[config.mk]
export PLATFORM = sky130hd
export DESIGN_NAME = fetch_prefetch_queue_flat
export DESIGN_NICKNAME = d
export VERILOG_FILES = /design/src/rtl/fetch_pkg.sv /design/src/rtl/fetch_prefetch_queue_if.sv /design/src/rtl/fetch_fifo.sv /design/src/rtl/fetch_prefetch_queue.sv /design/src/flat_wrapper.sv
export SDC_FILE = /design/constraint.sdc
export NUM_CORES = 1
export LEC_CHECK = 0
export ABC_CLOCK_PERIOD_IN_PS = 5800
export BUFFER_PORTS_ARGS = -buffer_cell sky130_fd_sc_hd__buf_2
export CORE_UTILIZATION = 50
export CTS_BUF_LIST = sky130_fd_sc_hd__clkbuf_8
export DETAILED_ROUTE_END_ITERATION = 8
export GPL_ROUTABILITY_DRIVEN = 0
export PLACE_DENSITY = 0.77
export REMOVE_ABC_BUFFERS = 1
export SLEW_MARGIN = 20
export SYNTH_ARGS = -nofsm -noshare
export SYNTH_HDL_FRONTEND = slang
export SYNTH_SLANG_ARGS = --single-unit
[constraint.sdc]
create_clock -name clock -period 5.8 [get_ports clock]
set_input_delay 0.87 -clock clock [delete_from_list [all_inputs] [get_ports clock]]
set_output_delay 0.87 -clock clock [all_outputs]
set_load 0.03 [all_outputs]
[src/rtl/fetch_pkg.sv]
// Shared defaults and queue-entry layout for the instruction prefetch queue.
package fetch_pkg;

  localparam int FETCH_WORD_SIZE  = 16;
  localparam int FETCH_ADDR_WIDTH = 16;
  localparam int FETCH_DEPTH      = 4;
  localparam logic [FETCH_ADDR_WIDTH-1:0] FETCH_RESET_PC = '0;

  // Entry layout at default widths: PC in the upper bits, word in the lower bits.
  typedef struct packed {
    logic [FETCH_ADDR_WIDTH-1:0] pc;
    logic [FETCH_WORD_SIZE-1:0]  word;
  } fetch_entry_t;

  function automatic int cnt_width(input int depth);
    return $clog2(depth) + 1;
  endfunction

endpackage

[src/rtl/fetch_prefetch_queue_if.sv]
// Fetch-side bundle: control inputs, instruction-memory request/response and decode handshake.
interface fetch_prefetch_queue_if
  import fetch_pkg::*;
#(
  parameter int WORD_SIZE  = FETCH_WORD_SIZE,
  parameter int ADDR_WIDTH = FETCH_ADDR_WIDTH,
  parameter int DEPTH      = FETCH_DEPTH
);
  logic                       fetch_enable;
  logic                       redirect_valid;
  logic [ADDR_WIDTH-1:0]      redirect_pc;
  logic                       mem_req_valid;
  logic [ADDR_WIDTH-1:0]      mem_req_addr;
  logic                       mem_req_ready;
  logic                       mem_resp_valid;
  logic [WORD_SIZE-1:0]       mem_resp_data;
  logic                       instr_valid;
  logic [WORD_SIZE-1:0]       instr;
  logic [ADDR_WIDTH-1:0]      instr_pc;
  logic                       instr_ready;
  logic [$clog2(DEPTH):0]     occupancy;

  modport master (
    input  fetch_enable, redirect_valid, redirect_pc, mem_req_ready,
           mem_resp_valid, mem_resp_data, instr_ready,
    output mem_req_valid, mem_req_addr, instr_valid, instr, instr_pc, occupancy
  );

  modport slave (
    output fetch_enable, redirect_valid, redirect_pc, mem_req_ready,
           mem_resp_valid, mem_resp_data, instr_ready,
    input  mem_req_valid, mem_req_addr, instr_valid, instr, instr_pc, occupancy
  );
endinterface

[src/rtl/fetch_fifo.sv]
// Synchronous first-word-fall-through FIFO with flush and count; a push is visible at the head next cycle.
// No internal backpressure: the caller guarantees no push when full and no pop when empty.
module fetch_fifo #(
  parameter int DEPTH = 4,
  parameter int WIDTH = 32
) (
  input  logic                   clock,
  input  logic                   reset_n,
  input  logic                   push,
  input  logic                   pop,
  input  logic                   flush,
  input  logic [WIDTH-1:0]       push_data,
  output logic [WIDTH-1:0]       head_data,
  output logic [$clog2(DEPTH):0] count
);
  localparam int PW = $clog2(DEPTH);

  logic [WIDTH-1:0] mem [DEPTH];
  logic [PW-1:0]    wr_ptr;
  logic [PW-1:0]    rd_ptr;

  always_ff @(posedge clock or negedge reset_n) begin
    if (!reset_n) begin
      for (int i = 0; i < DEPTH; i++) mem[i] <= '0;
      wr_ptr <= '0;
      rd_ptr <= '0;
      count  <= '0;
    end else if (flush) begin
      wr_ptr <= '0;
      rd_ptr <= '0;
      count  <= '0;
    end else begin
      if (push) begin
        mem[wr_ptr] <= push_data;
        wr_ptr      <= wr_ptr + 1'b1;
      end
      if (pop) rd_ptr <= rd_ptr + 1'b1;
      if (push && !pop)      count <= count + 1'b1;
      else if (pop && !push) count <= count - 1'b1;
    end
  end

  assign head_data = mem[rd_ptr];

endmodule

[src/rtl/fetch_prefetch_queue.sv]
// Sequential instruction prefetch with PC-tagged FWFT queue; response to instr_valid is 1 cycle.
// Issue stops once queued + in-flight words reach DEPTH; decode stalls the queue via instr_ready.
module fetch_prefetch_queue
  import fetch_pkg::*;
#(
  parameter int WORD_SIZE  = FETCH_WORD_SIZE,
  parameter int ADDR_WIDTH = FETCH_ADDR_WIDTH,
  parameter int DEPTH      = FETCH_DEPTH,
  parameter logic [ADDR_WIDTH-1:0] RESET_PC = ADDR_WIDTH'(FETCH_RESET_PC)
) (
  input logic                    clock,
  input logic                    reset_n,
  fetch_prefetch_queue_if.master bus
);
  localparam int CW  = cnt_width(DEPTH);
  localparam int CW1 = CW + 1;
  localparam logic [CW:0] DEPTH_CNT = CW1'(DEPTH);

  typedef struct packed {
    logic [ADDR_WIDTH-1:0] pc;
    logic [WORD_SIZE-1:0]  word;
  } entry_t;

  logic [ADDR_WIDTH-1:0] fetch_pc;
  logic [ADDR_WIDTH-1:0] resp_pc;
  logic [CW-1:0]         inflight;
  logic [CW-1:0]         inflight_nxt;
  logic [CW-1:0]         discard;
  logic [CW-1:0]         occupancy;
  logic [CW:0]           credit_used;
  logic                  active;
  logic                  req_fire;
  logic                  resp_keep;
  logic                  pop;
  entry_t                push_entry;
  entry_t                head_entry;

  // active keeps mem_req_valid low while reset is asserted without a reset->valid path.
  assign credit_used       = {1'b0, occupancy} + {1'b0, inflight};
  assign bus.mem_req_valid = active & bus.fetch_enable & ~bus.redirect_valid
                             & (credit_used < DEPTH_CNT);
  assign bus.mem_req_addr  = fetch_pc;
  assign req_fire          = bus.mem_req_valid & bus.mem_req_ready;

  assign resp_keep   = bus.mem_resp_valid & ~bus.redirect_valid & (discard == '0);
  assign push_entry  = '{pc: resp_pc, word: bus.mem_resp_data};

  assign bus.instr_valid = (occupancy != '0) & ~bus.redirect_valid;
  assign pop             = bus.instr_valid & bus.instr_ready;
  assign bus.instr       = head_entry.word;
  assign bus.instr_pc    = head_entry.pc;
  assign bus.occupancy   = occupancy;

  fetch_fifo #(
    .DEPTH (DEPTH),
    .WIDTH (ADDR_WIDTH + WORD_SIZE)
  ) u_fifo (
    .clock     (clock),
    .reset_n   (reset_n),
    .push      (resp_keep),
    .pop       (pop),
    .flush     (bus.redirect_valid),
    .push_data (push_entry),
    .head_data (head_entry),
    .count     (occupancy)
  );

  always_comb begin
    inflight_nxt = inflight;
    if (req_fire)           inflight_nxt = inflight_nxt + 1'b1;
    if (bus.mem_resp_valid) inflight_nxt = inflight_nxt - 1'b1;
  end

  // On redirect every request still outstanding after this edge belongs to the old stream.
  always_ff @(posedge clock or negedge reset_n) begin
    if (!reset_n) begin
      active   <= 1'b0;
      fetch_pc <= RESET_PC;
      resp_pc  <= RESET_PC;
      inflight <= '0;
      discard  <= '0;
    end else begin
      active   <= 1'b1;
      inflight <= inflight_nxt;
      if (bus.redirect_valid) begin
        fetch_pc <= bus.redirect_pc;
        resp_pc  <= bus.redirect_pc;
        discard  <= inflight_nxt;
      end else begin
        if (req_fire) fetch_pc <= fetch_pc + 1'b1;
        if (resp_keep) resp_pc <= resp_pc + 1'b1;
        else if (bus.mem_resp_valid && discard != '0) discard <= discard - 1'b1;
      end
    end
  end

endmodule
[src/flat_wrapper.sv]
// flat-port wrapper written by rule: the top's interface ports become plain ports
module fetch_prefetch_queue_flat import fetch_pkg::*;
#(
  parameter int WORD_SIZE  = FETCH_WORD_SIZE,
  parameter int ADDR_WIDTH = FETCH_ADDR_WIDTH,
  parameter int DEPTH      = FETCH_DEPTH,
  parameter logic [ADDR_WIDTH-1:0] RESET_PC = ADDR_WIDTH'(FETCH_RESET_PC)
)
  (clock, reset_n, bus_fetch_enable, bus_redirect_valid, bus_redirect_pc, bus_mem_req_ready, bus_mem_resp_valid, bus_mem_resp_data, bus_instr_ready, bus_mem_req_valid, bus_mem_req_addr, bus_instr_valid, bus_instr, bus_instr_pc, bus_occupancy);
  fetch_prefetch_queue_if #(.WORD_SIZE(WORD_SIZE), .ADDR_WIDTH(ADDR_WIDTH), .DEPTH(DEPTH)) bus_i ();
  input logic clock;
  input logic reset_n;
  input wire logic [$bits(bus_i.fetch_enable)-1:0] bus_fetch_enable;
  input wire logic [$bits(bus_i.redirect_valid)-1:0] bus_redirect_valid;
  input wire logic [$bits(bus_i.redirect_pc)-1:0] bus_redirect_pc;
  input wire logic [$bits(bus_i.mem_req_ready)-1:0] bus_mem_req_ready;
  input wire logic [$bits(bus_i.mem_resp_valid)-1:0] bus_mem_resp_valid;
  input wire logic [$bits(bus_i.mem_resp_data)-1:0] bus_mem_resp_data;
  input wire logic [$bits(bus_i.instr_ready)-1:0] bus_instr_ready;
  output wire logic [$bits(bus_i.mem_req_valid)-1:0] bus_mem_req_valid;
  output wire logic [$bits(bus_i.mem_req_addr)-1:0] bus_mem_req_addr;
  output wire logic [$bits(bus_i.instr_valid)-1:0] bus_instr_valid;
  output wire logic [$bits(bus_i.instr)-1:0] bus_instr;
  output wire logic [$bits(bus_i.instr_pc)-1:0] bus_instr_pc;
  output wire logic [$bits(bus_i.occupancy)-1:0] bus_occupancy;
  assign bus_i.fetch_enable = bus_fetch_enable;
  assign bus_i.redirect_valid = bus_redirect_valid;
  assign bus_i.redirect_pc = bus_redirect_pc;
  assign bus_i.mem_req_ready = bus_mem_req_ready;
  assign bus_i.mem_resp_valid = bus_mem_resp_valid;
  assign bus_i.mem_resp_data = bus_mem_resp_data;
  assign bus_i.instr_ready = bus_instr_ready;
  assign bus_mem_req_valid = bus_i.mem_req_valid;
  assign bus_mem_req_addr = bus_i.mem_req_addr;
  assign bus_instr_valid = bus_i.instr_valid;
  assign bus_instr = bus_i.instr;
  assign bus_instr_pc = bus_i.instr_pc;
  assign bus_occupancy = bus_i.occupancy;
  fetch_prefetch_queue #(.WORD_SIZE(WORD_SIZE), .ADDR_WIDTH(ADDR_WIDTH), .DEPTH(DEPTH), .RESET_PC(RESET_PC)) u_core (.clock(clock), .reset_n(reset_n), .bus(bus_i));
endmodule
Word level (Yosys, flattened, before mapping)
Index checks and enable logic that the tools add are counted.

word-level totals
  output and inout port bits = 53
  input port bits = 39
  logic and storage cells = 76
  register bits after elaboration = 174

cells by class
  eq/ne operators = 1
  $lt $le $gt $ge = 4
  add/sub/neg operators = 10
  bitwise operators = 11
  reduce and logical (&&, ||, !) cells = 16
  mux-type cells = 22

operator list
  kind                                                        number
  bitwise mux 128 bit                                         1
  two-way mux 32 bit                                          3
  binary-select mux 32 bit (select 2 bit)                     1
  demux 32 bit (select 2 bit)                                 1
  two-way mux 16 bit                                          4
  adder 16 x 1 -> 16 bit, second input constant               2
  two-way mux 3 bit                                           8
  nonzero test 3 bit                                          3
  subtractor 3 x 1 -> 3 bit, second input constant            3
  bitwise AND 1 bit                                           8
  two-way mux 2 bit                                           4
  nonzero test 2 bit                                          4
  adder 3 x 1 -> 3 bit, second input constant                 2
  greater-or-equal comparator 3 bit, second input constant    2
  inverter 2 -> 3 bit                                         2
  adder 2 x 1 -> 2 bit, second input constant                 2
  adder 3 x 3 -> 4 bit                                        1
  logical AND 1 bit                                           4
  less-than comparator 4 x 3 -> 1 bit, second input constant  1
  AND reduction 2 bit                                         2
  zero test 3 bit                                             1
  less-than comparator 3 x 1 -> 1 bit, second input constant  1
  zero test 1 bit                                             2
  inequality test 2 bit, second input constant                1
  inverter 1 bit                                              1

Logic depth before layout (Yosys ltp)
Gate-level depths: netlist of the first run.

  depth after elaboration = 8
  mapped depth = 10
  gate-level depth less buffers = 8

Cells and area by module
A second synthesis of the first run with hierarchy kept.

second synthesis, totals
  cells, all modules = 610
  area, all modules = 8,351.8 um^2

modules (own cells, without submodules)
  module                cells each  area an instance (um^2)  instances  seq. area each (um^2)
  fetch_fifo            351         5,977.0                  1          3,378.2
  fetch_prefetch_queue  259         2,374.8                  1          975.9

Worst setup path before layout of the first run
OpenSTA, ideal clock, no wires.

  path type = in2out
  start = input port bus_redirect_valid
  end = output port bus_mem_req_valid
  buffers on the path = 1
  required time = 4.930 ns
  arrival = 2.203 ns
  cell stages on the path = 3
  setup slack = 2.727 ns
  path through = clkbuf_1 > nand4bb_4 > nor4_1

between the ends
  word-level cells in the longest chain between the ends = 3

ends and longest elaborated chain
  element                   line                        text
  from (decl)               flat_wrapper.sv:14          input wire logic [$bits(bus_i.redirect_valid)-1:0] bus_redirect_valid;
  inverter 1 bit (no line)  -
  bitwise AND 1 bit         fetch_prefetch_queue.sv:40  assign bus.mem_req_valid = active & bus.fetch_enable & ~bus.redirect_valid
  bitwise AND 1 bit         fetch_prefetch_queue.sv:41  & (credit_used < DEPTH_CNT);
  to (decl)                 flat_wrapper.sv:20          output wire logic [$bits(bus_i.mem_req_valid)-1:0] bus_mem_req_valid;

Every way passes these cells.

Worst setup path after layout of the first run
  start = register u_core.u_fifo.rd_ptr[0]
  end = output port bus_instr_pc[9]

between the ends
  word-level cells in the longest chain between the ends = 4

ends and longest elaborated chain
  element                                                line                text
  from (decl)                                            fetch_fifo.sv:20    logic [PW-1:0] rd_ptr;
  from (signal assigned)                                 fetch_fifo.sv:37    if (pop) rd_ptr <= rd_ptr + 1'b1;
  inverter 2 -> 3 bit (not written as such)              fetch_fifo.sv:43    assign head_data = mem[rd_ptr];
  binary-select mux 32 bit (select 2 bit)                fetch_fifo.sv:43
  two-way mux 32 bit (not written as such) (2 in a row)  fetch_fifo.sv:43
  to (decl)                                              flat_wrapper.sv:24  output wire logic [$bits(bus_i.instr_pc)-1:0] bus_instr_pc;

Every way passes these cells. The select of a mux whose other input is x is not followed.

==> flow_metrics.py, run 1 <==
metrics = {
    "status": {
        "status": "complete, no violations",
    },
    "clocking": {
        "clk_latency_ns": 0.47,
        "post_cts_resized": 0,
        "cts_made_buffers": 17,
        "clk_pin_slew_ns": 0.09,
        "clock_path_buffers": 2,
        "htree_levels": 4,
        "cts.sinks": 174,
        "cts_tree": "yes",
        "post_cts_buffers": 0,
        "root_buffer": "clkbuf_8",
        "ctsHoldBuffers": 0,
    },
    "timing": {
        "layout_min_cycle_time_ns": 3.086,
        "fmax_mhz": 324.1,
        "finalSetupViolCount": 0,
        "final.period_utilization": 0.5320,
        "hold_viol_final": 0,
        "slew_violations": 0,
        "tightestPinTransition_ns": 0.9453,
        "skew_ns": 0.01213,
        "setup_tns_ns": 0,
        "rsz0062_at_grt": "false",
        "worst_slack_ns": 2.714,
        "relSlewSlack": 0.3676,
    },
    "cells_and_area": {
        "layout-drive-gt1-share": 0.4157,
        "fill_cells": 1257,
        "final_util": 0.5733,
        "antenna_cells": 0,
        "nets": 739,
        "fin_area_mm2": 0.009107,
        "stdcell_count": 916,
        "area_delta_synth_final_pct": 11.86,
    },
    "logic_synthesis": {
        "ys_seq_area_frac": 0.5348,
        "synth_cell_type_count": 47,
        "synth_area_leaders": "dfrtp_1 53%, mux2_2 17%, mux4_2 8.9%, nand2_1 1.9%, ha_1 1.8%",
        "syn_avg_cell_area_um2": 13.35,
        "async_flop_share": 1.000,
        "synth_top_area_frac": 0.5348,
        "synthCells": 610,
        "synthMostInstantiatedCell": "dfrtp_1",
        "yosys_warnings": 0,
        "yosysTopAreaCell": "dfrtp_1",
        "syn_area_mm2": 0.008142,
        "synth_ff_type": "dfrtp_1",
        "synth_edf_count": 0,
        "ys_top_cells_by_count": "174 x dfrtp_1, 123 x mux2_2, 42 x nand2_1",
        "synth_seq_cells": 174,
    },
    "route": {
        "vias": 5196,
        "drt_wl_total_um": 16470,
        "vias_per_cell": 5.672,
        "initialDrtViolationCount": 282,
        "remaining_drc_errors": 0,
        "post_drt_wl_per_cell_um": 17.98,
        "dr.pass1.iters": 4,
        "postRouteAntennaNets": 0,
    },
    "worst_setup_path": {
        "r2r_start": "u_core.u_fifo.count[2]$_DFFE_PN0P_",
        "cp_num_cells": 3,
        "critical_path.max_stage_delay_ns": 0.61,
        "crit_chain": "buf_4, mux4_2, buf_2",
        "reg2reg_depth": 8,
        "crit_type": "reg2out",
        "arrival_ns": 2.22,
        "worstReg2RegEnd": "u_core.discard[2]$_DFFE_PN0P_",
        "critPathMaxFanout": 32,
        "r2r_slack_ns": 3.00,
        "crit_path_top_delay_cell": "mux4_2",
        "crit_family": "buffers and inverters",
        "worst_setup_path_end_kind": "primary output",
        "crit_required_ns": 4.93,
        "path_buf_inv": 2,
        "start_kind": "register",
    },
    "die": {
        "row_count": 46,
        "ios": 92,
        "die_x_um": 129.6,
        "dieArea_mm2": 0.01680,
        "die_y_um": 129.6,
        "start_util": 0.5125,
        "design.core.area_mm2": 0.01589,
    },
    "placed_design": {
        "dp.cells": 884,
        "placed_area_mm2": 0.008726,
        "port_buffers": 91,
        "place_hpwl_um": 10830,
        "place_ws_ns": 2.544,
    },
    "power": {
        "p_leak_uw": 0.004266,
        "p_per_area_mw_per_mm2": 402.2,
        "ir_drop_uv": 199.9,
    },
    "grt": {
        "antenna_found_initial": 0,
        "grt_max_degree": 107,
        "first_global_vias": 5442,
        "grt_usage": 0.2134,
        "overflow": 0,
        "grt_pass1_wl_um": 27040,
    },
    "worst_hold_path": {
        "min_to": "u_core.u_fifo.mem[30]$_DFFE_PN0P_",
        "hold_path.class": "reg2reg",
        "hold_path_depth": 2,
        "hp-start": "u_core.u_fifo.mem[30]$_DFFE_PN0P_",
    },
    "flow_run": {
        "drv_cap": 0,
    },
}
[placed cells by master, fill, tap and decap left out, drive strengths merged, types with 4 or more instances in the layout]
| master | instances |
|---|---|
| nor3 | 9 |
| o311ai | 7 |
| xnor2 | 16 |
| mux2 | 123 |
| dfrtp | 174 |
| a21oi | 10 |
| o21ai | 30 |
| nor2 | 21 |
| a31oi | 5 |
| inv | 21 |
| clkbuf | 18 |
| xor2 | 12 |
| clkinv | 4 |
| mux4 | 32 |
| nand2 | 46 |
| o211ai | 5 |
| nand4 | 9 |
| buf | 95 |
| ha | 12 |
| nand3 | 18 |
[power by group]
part	switching [uW]	internal, uW
Clock	456	359
Sequential	162	1450
Combinational	705	534
[worst max-delay path by stage]
stage	slack (ns)	end	start
finish	2.71	bus_instr_pc[9]	u_core.u_fifo.rd_ptr[0]$_DFFE_PN0P_
global route	2.56	bus_instr_pc[9]	u_core.u_fifo.rd_ptr[0]$_DFFE_PN0P_
CTS	2.63	bus_instr_pc[9]	u_core.u_fifo.rd_ptr[0]$_DFFE_PN0P_
detailed placement	2.54	u_core.discard[2]$_DFFE_PN0P_	bus_redirect_valid
global placement	2.64	u_core.discard[2]$_DFFE_PN0P_	bus_redirect_valid
floorplan	2.75	bus_instr[0]	u_core.u_fifo.rd_ptr[0]$_DFFE_PN0P_
[state kept, by name (all words and copies together), names as in the netlist]
name and flops:
u_core.u_fifo.mem 128, u_core.bus.mem_req_addr 16, u_core.resp_pc 16, u_core.discard 3, u_core.inflight 3, u_core.u_fifo.count 3, u_core.u_fifo.rd_ptr 2, u_core.u_fifo.wr_ptr 2
u_core.active 1
[area by class of cell]
type | instances | area, um^2 | area share
Inverter | 14 | 52.55 | 0.005770
Sequential cell | 174 | 4355 | 0.4782
Timing Repair Buffer | 95 | 491.7 | 0.05399
Multi-Input combinational cell | 385 | 3556 | 0.3904
Tap cell | 216 | 270.3 | 0.02967
Clock inverter | 14 | 133.9 | 0.01470
Clock buffer | 18 | 247.7 | 0.02720
[routing by layer]
layer	share of wire	track usage	wire, um	up-vias
met4	0.012	0.06908	199	0
met2	0.51	0.3737	8372	131
li1	-	-	-	2373
met3	0.051	0.04666	834	15
met1	0.43	0.2624	7060	2677
met5	0	0	0	-
[stage by stage]
stage,total power [uW],hold slack (ns)
6_report,3663,0.4892
4_1_cts,3702,0.4869
3_5_place_dp,2887,0.4663
2_1_floorplan,2514,0.4446
3_3_place_gp,2809,0.4560
5_1_grt,3879,0.5192
[worst register-to-register path: cells and delay by family (launching register included)]
kind | cells | cell delay [ns]
AND/OR/NAND/NOR | 3 | 1.06
flip-flops | 1 | 0.44
AO/OA/AOI/OAI | 2 | 0.43
XOR/XNOR | 1 | 0.21
adder cells (fa/ha/maj) | 2 | 0.52
[logic make-up after synthesis]
kind of cell	after synthesis	synth area share
AOI/OAI and AO/OA	67	0.05087
xor gates and xnor gates	28	0.03012
adders and majority gates	13	0.02090
buffers and inverters	51	0.02843
DFF	174	0.5348
muxes	157	0.2611
other	1	0.0004606
and+or+nand+nor	119	0.07331
Power figures use the tool's default switching activity.
==> inputs of run 2 (changes only) <==
- ABC_AREA: not set -> 1
- ABC_CLOCK_PERIOD_IN_PS: 5800 -> 2800
- PLACE_DENSITY: 0.77 -> 0.79
- clock period: 5.8 -> 2.8 ns (I/O delays scaled with it)
==> flow_metrics.py, run 2 <==
metrics = {
    "logic_synthesis": {
        "synthCells": 1005,
        "synth_ff_type": "dfrtp_1",
        "synthMostInstantiatedCell": "nand2_1",
        "synth_area_leaders": "dfrtp_1 50%, nand2_1 9.8%, o21ai_0 4.9%, o21ai_1 4.9%, o21ai_2 4.5%",
        "syn_avg_cell_area_um2": 8.625,
        "syn_area_mm2": 0.008668,
        "synth_top_area_frac": 0.5023,
        "synth_edf_count": 0,
        "yosysTopAreaCell": "dfrtp_1",
        "ys_seq_area_frac": 0.5023,
        "ys_top_cells_by_count": "227 x nand2_1, 174 x dfrtp_1, 85 x nor2_1, 85 x o21ai_0, 85 x o21ai_1",
        "synth_seq_cells": 174,
        "yosys_warnings": 0,
        "async_flop_share": 1.000,
        "synth_cell_type_count": 39,
    },
    "cells_and_area": {
        "fin_area_mm2": 0.009604,
        "stdcell_count": 1311,
        "area_delta_synth_final_pct": 10.80,
        "layout_common_cells": "227 x nand2_1, 173 x dfrtp_1, 90 x buf_2",
        "final_common_cell": "nand2_1",
        "largest_register": "u_core.u_fifo.mem",
        "antenna_cells": 0,
        "fill_cells": 1508,
        "layout-drive-gt1-share": 0.1907,
        "nets": 1130,
        "largest_reg_flops": 128,
    },
    "clocking": {
        "cts_made_buffers": 17,
        "cts_tree": "yes",
        "clk_pin_slew_ns": 0.09,
        "root_buffer": "clkbuf_8",
        "clock_path_buffers": 2,
        "post_cts_buffers": 0,
        "clk_latency_ns": 0.47,
        "post_cts_resized": 0,
        "cts.sinks": 174,
        "htree_levels": 4,
    },
    "worst_setup_path": {
        "crit_type": "reg2out",
        "critPathMaxFanout": 64,
        "crit_family": "buffers and inverters",
        "reg2reg_depth": 9,
        "crit_path_top_delay_cell": "buf_4",
        "r2r_start": "u_core.discard[0]$_DFFE_PN0P_",
        "r2r_slack_ns": 0.56,
        "crit_required_ns": 2.38,
        "cp_num_cells": 4,
        "start_kind": "register",
        "crit_chain": "buf_4, o21ai_0, o22ai_1, buf_2",
        "arrival_ns": 2.12,
        "path_buf_inv": 2,
        "critical_path.max_stage_delay_ns": 0.51,
        "worstReg2RegEnd": "u_core.u_fifo.mem[11]$_DFFE_PN0P_",
        "worst_setup_path_end_kind": "primary output",
    },
    "route": {
        "dr.pass1.iters": 5,
        "remaining_drc_errors": 0,
        "post_drt_wl_per_cell_um": 14.99,
        "initialDrtViolationCount": 634,
        "vias": 7119,
        "postRouteAntennaNets": 0,
        "drt_wl_total_um": 19660,
        "vias_per_cell": 5.430,
    },
    "grt": {
        "overflow": 0,
        "grt_usage": 0.2331,
        "grt_max_degree": 65,
        "first_global_vias": 6680,
        "grt_pass1_wl_um": 32960,
        "antenna_found_initial": 0,
    },
    "flow_run": {
        "drv_cap": 0,
    },
    "timing": {
        "setup_tns_ns": 0,
        "tightestPinTransition_ns": 0.8142,
        "fmax_mhz": 393.8,
        "worst_slack_ns": 0.2607,
        "relSlewSlack": 0.4567,
        "finalSetupViolCount": 0,
        "rsz0062_at_grt": "false",
        "layout_min_cycle_time_ns": 2.539,
        "final.period_utilization": 0.9069,
        "slew_violations": 0,
        "hold_viol_final": 0,
        "holdWs_ns": 0.1908,
        "skew_ns": 0.01073,
    },
    "die": {
        "dieArea_mm2": 0.01787,
        "ios": 92,
        "design.core.area_mm2": 0.01676,
        "row_count": 47,
        "die_y_um": 133.7,
        "start_util": 0.5172,
        "die_x_um": 133.7,
    },
    "power": {
        "ir_drop_uv": 417.0,
        "p_leak_uw": 0.004712,
        "p_per_area_mw_per_mm2": 851.7,
    },
    "worst_hold_path": {
        "hold_path_depth": 3,
        "hp-start": "bus_redirect_pc[5]",
        "min_to": "u_core.resp_pc[5]$_DFFE_PN0P_",
        "hold_path.class": "in2reg",
    },
    "placed_design": {
        "port_buffers": 91,
        "place_ws_ns": 0.4645,
        "placed_area_mm2": 0.009156,
        "dp.cells": 1278,
        "place_hpwl_um": 12620,
    },
    "status": {
        "status": "complete, no violations",
    },
}
## run 2: cell types whose count changed after synthesis, moves of 45 or more
cell / before / now
o21ai_2: 0 / 45
o21ai_0: 30 / 85
o21ai_1: 0 / 85
nand2_1: 42 / 227
inv_1: 14 / 75
nor2_1: 21 / 85
mux2_2: 123 / 0
## run 2: what timing repair did
action	CTS	global route
hold buffers	1	0
endpoints found under the setup margin	0	0
endpoints found under the hold margin	57	0
## run 2: area by class of cell
| class | count | area [um^2] | share of cell area |
|---|---|---|---|
| flip-flops and latches | 174 | 4355 | 0.4535 |
| multi-input cells | 700 | 3627 | 0.3777 |
| repair buffers | 105 | 606.8 | 0.06318 |
| clock buffers | 22 | 302.8 | 0.03153 |
| inverters | 80 | 301.5 | 0.03140 |
| well taps | 220 | 275.3 | 0.02866 |
| clock inverters | 10 | 135.1 | 0.01407 |
## run 2: metrics by stage
step | power [uW] | utilization
floorplan | 5380 | -
CTS | 8236 | 0.5731
finish | 8180 | 0.5731
global route | 8695 | 0.5731
detailed placement | 6320 | 0.5463
global placement | 6242 | 0.5463
## run 2: tightest hold or removal path, cell delays in order
cell and delay, ns:
buf_2 0.08, nand2_1 0.06, nand2_1 0.06
## run 2: kinds of logic after synthesis
group / after synthesis / share of synthesized area
other: 1 / 0.0004326
xor gates and xnor gates: 14 / 0.01415
and+or+nand+nor: 392 / 0.1923
DFF: 174 / 0.5023
adders and majority gates: 13 / 0.01963
buffers and inverters: 131 / 0.07924
AOI/OAI and AO/OA: 280 / 0.1920
## run 2: power by group
group          leakage [uW]  total [uW]  internal (uW)  switching [uW]
Combinational       0.00218        3030            948            2080
Clock              0.000230        1900            998             902
Sequential          0.00230        3250           2950             299
Total               0.00471        8180           4900            3280
## run 2: worst max-delay path by stage
stage / start / to / slack (ns)
2_1_floorplan: u_core.u_fifo.rd_ptr[0]$_DFFE_PN0P_ / bus_instr[0] / -0.23
3_3_place_gp: bus_redirect_valid / u_core.discard[2]$_DFFE_PN0P_ / 0.56
3_5_place_dp: bus_redirect_valid / u_core.discard[2]$_DFFE_PN0P_ / 0.46
4_1_cts: u_core.u_fifo.rd_ptr[0]$_DFFE_PN0P_ / bus_instr_pc[3] / 0.25
5_1_grt: u_core.u_fifo.rd_ptr[0]$_DFFE_PN0P_ / bus_instr_pc[10] / 0.14
6_report: u_core.u_fifo.rd_ptr[0]$_DFFE_PN0P_ / bus_instr_pc[10] / 0.26
## run 2: metal layers
metal	vias to the layer above	GRT usage	part of all wire
li1	3500	-	-
met4	0	0.06313	0.011
met1	3365	0.3217	0.47
met2	225	0.3707	0.46
met3	29	0.05251	0.052
met5	-	0	0
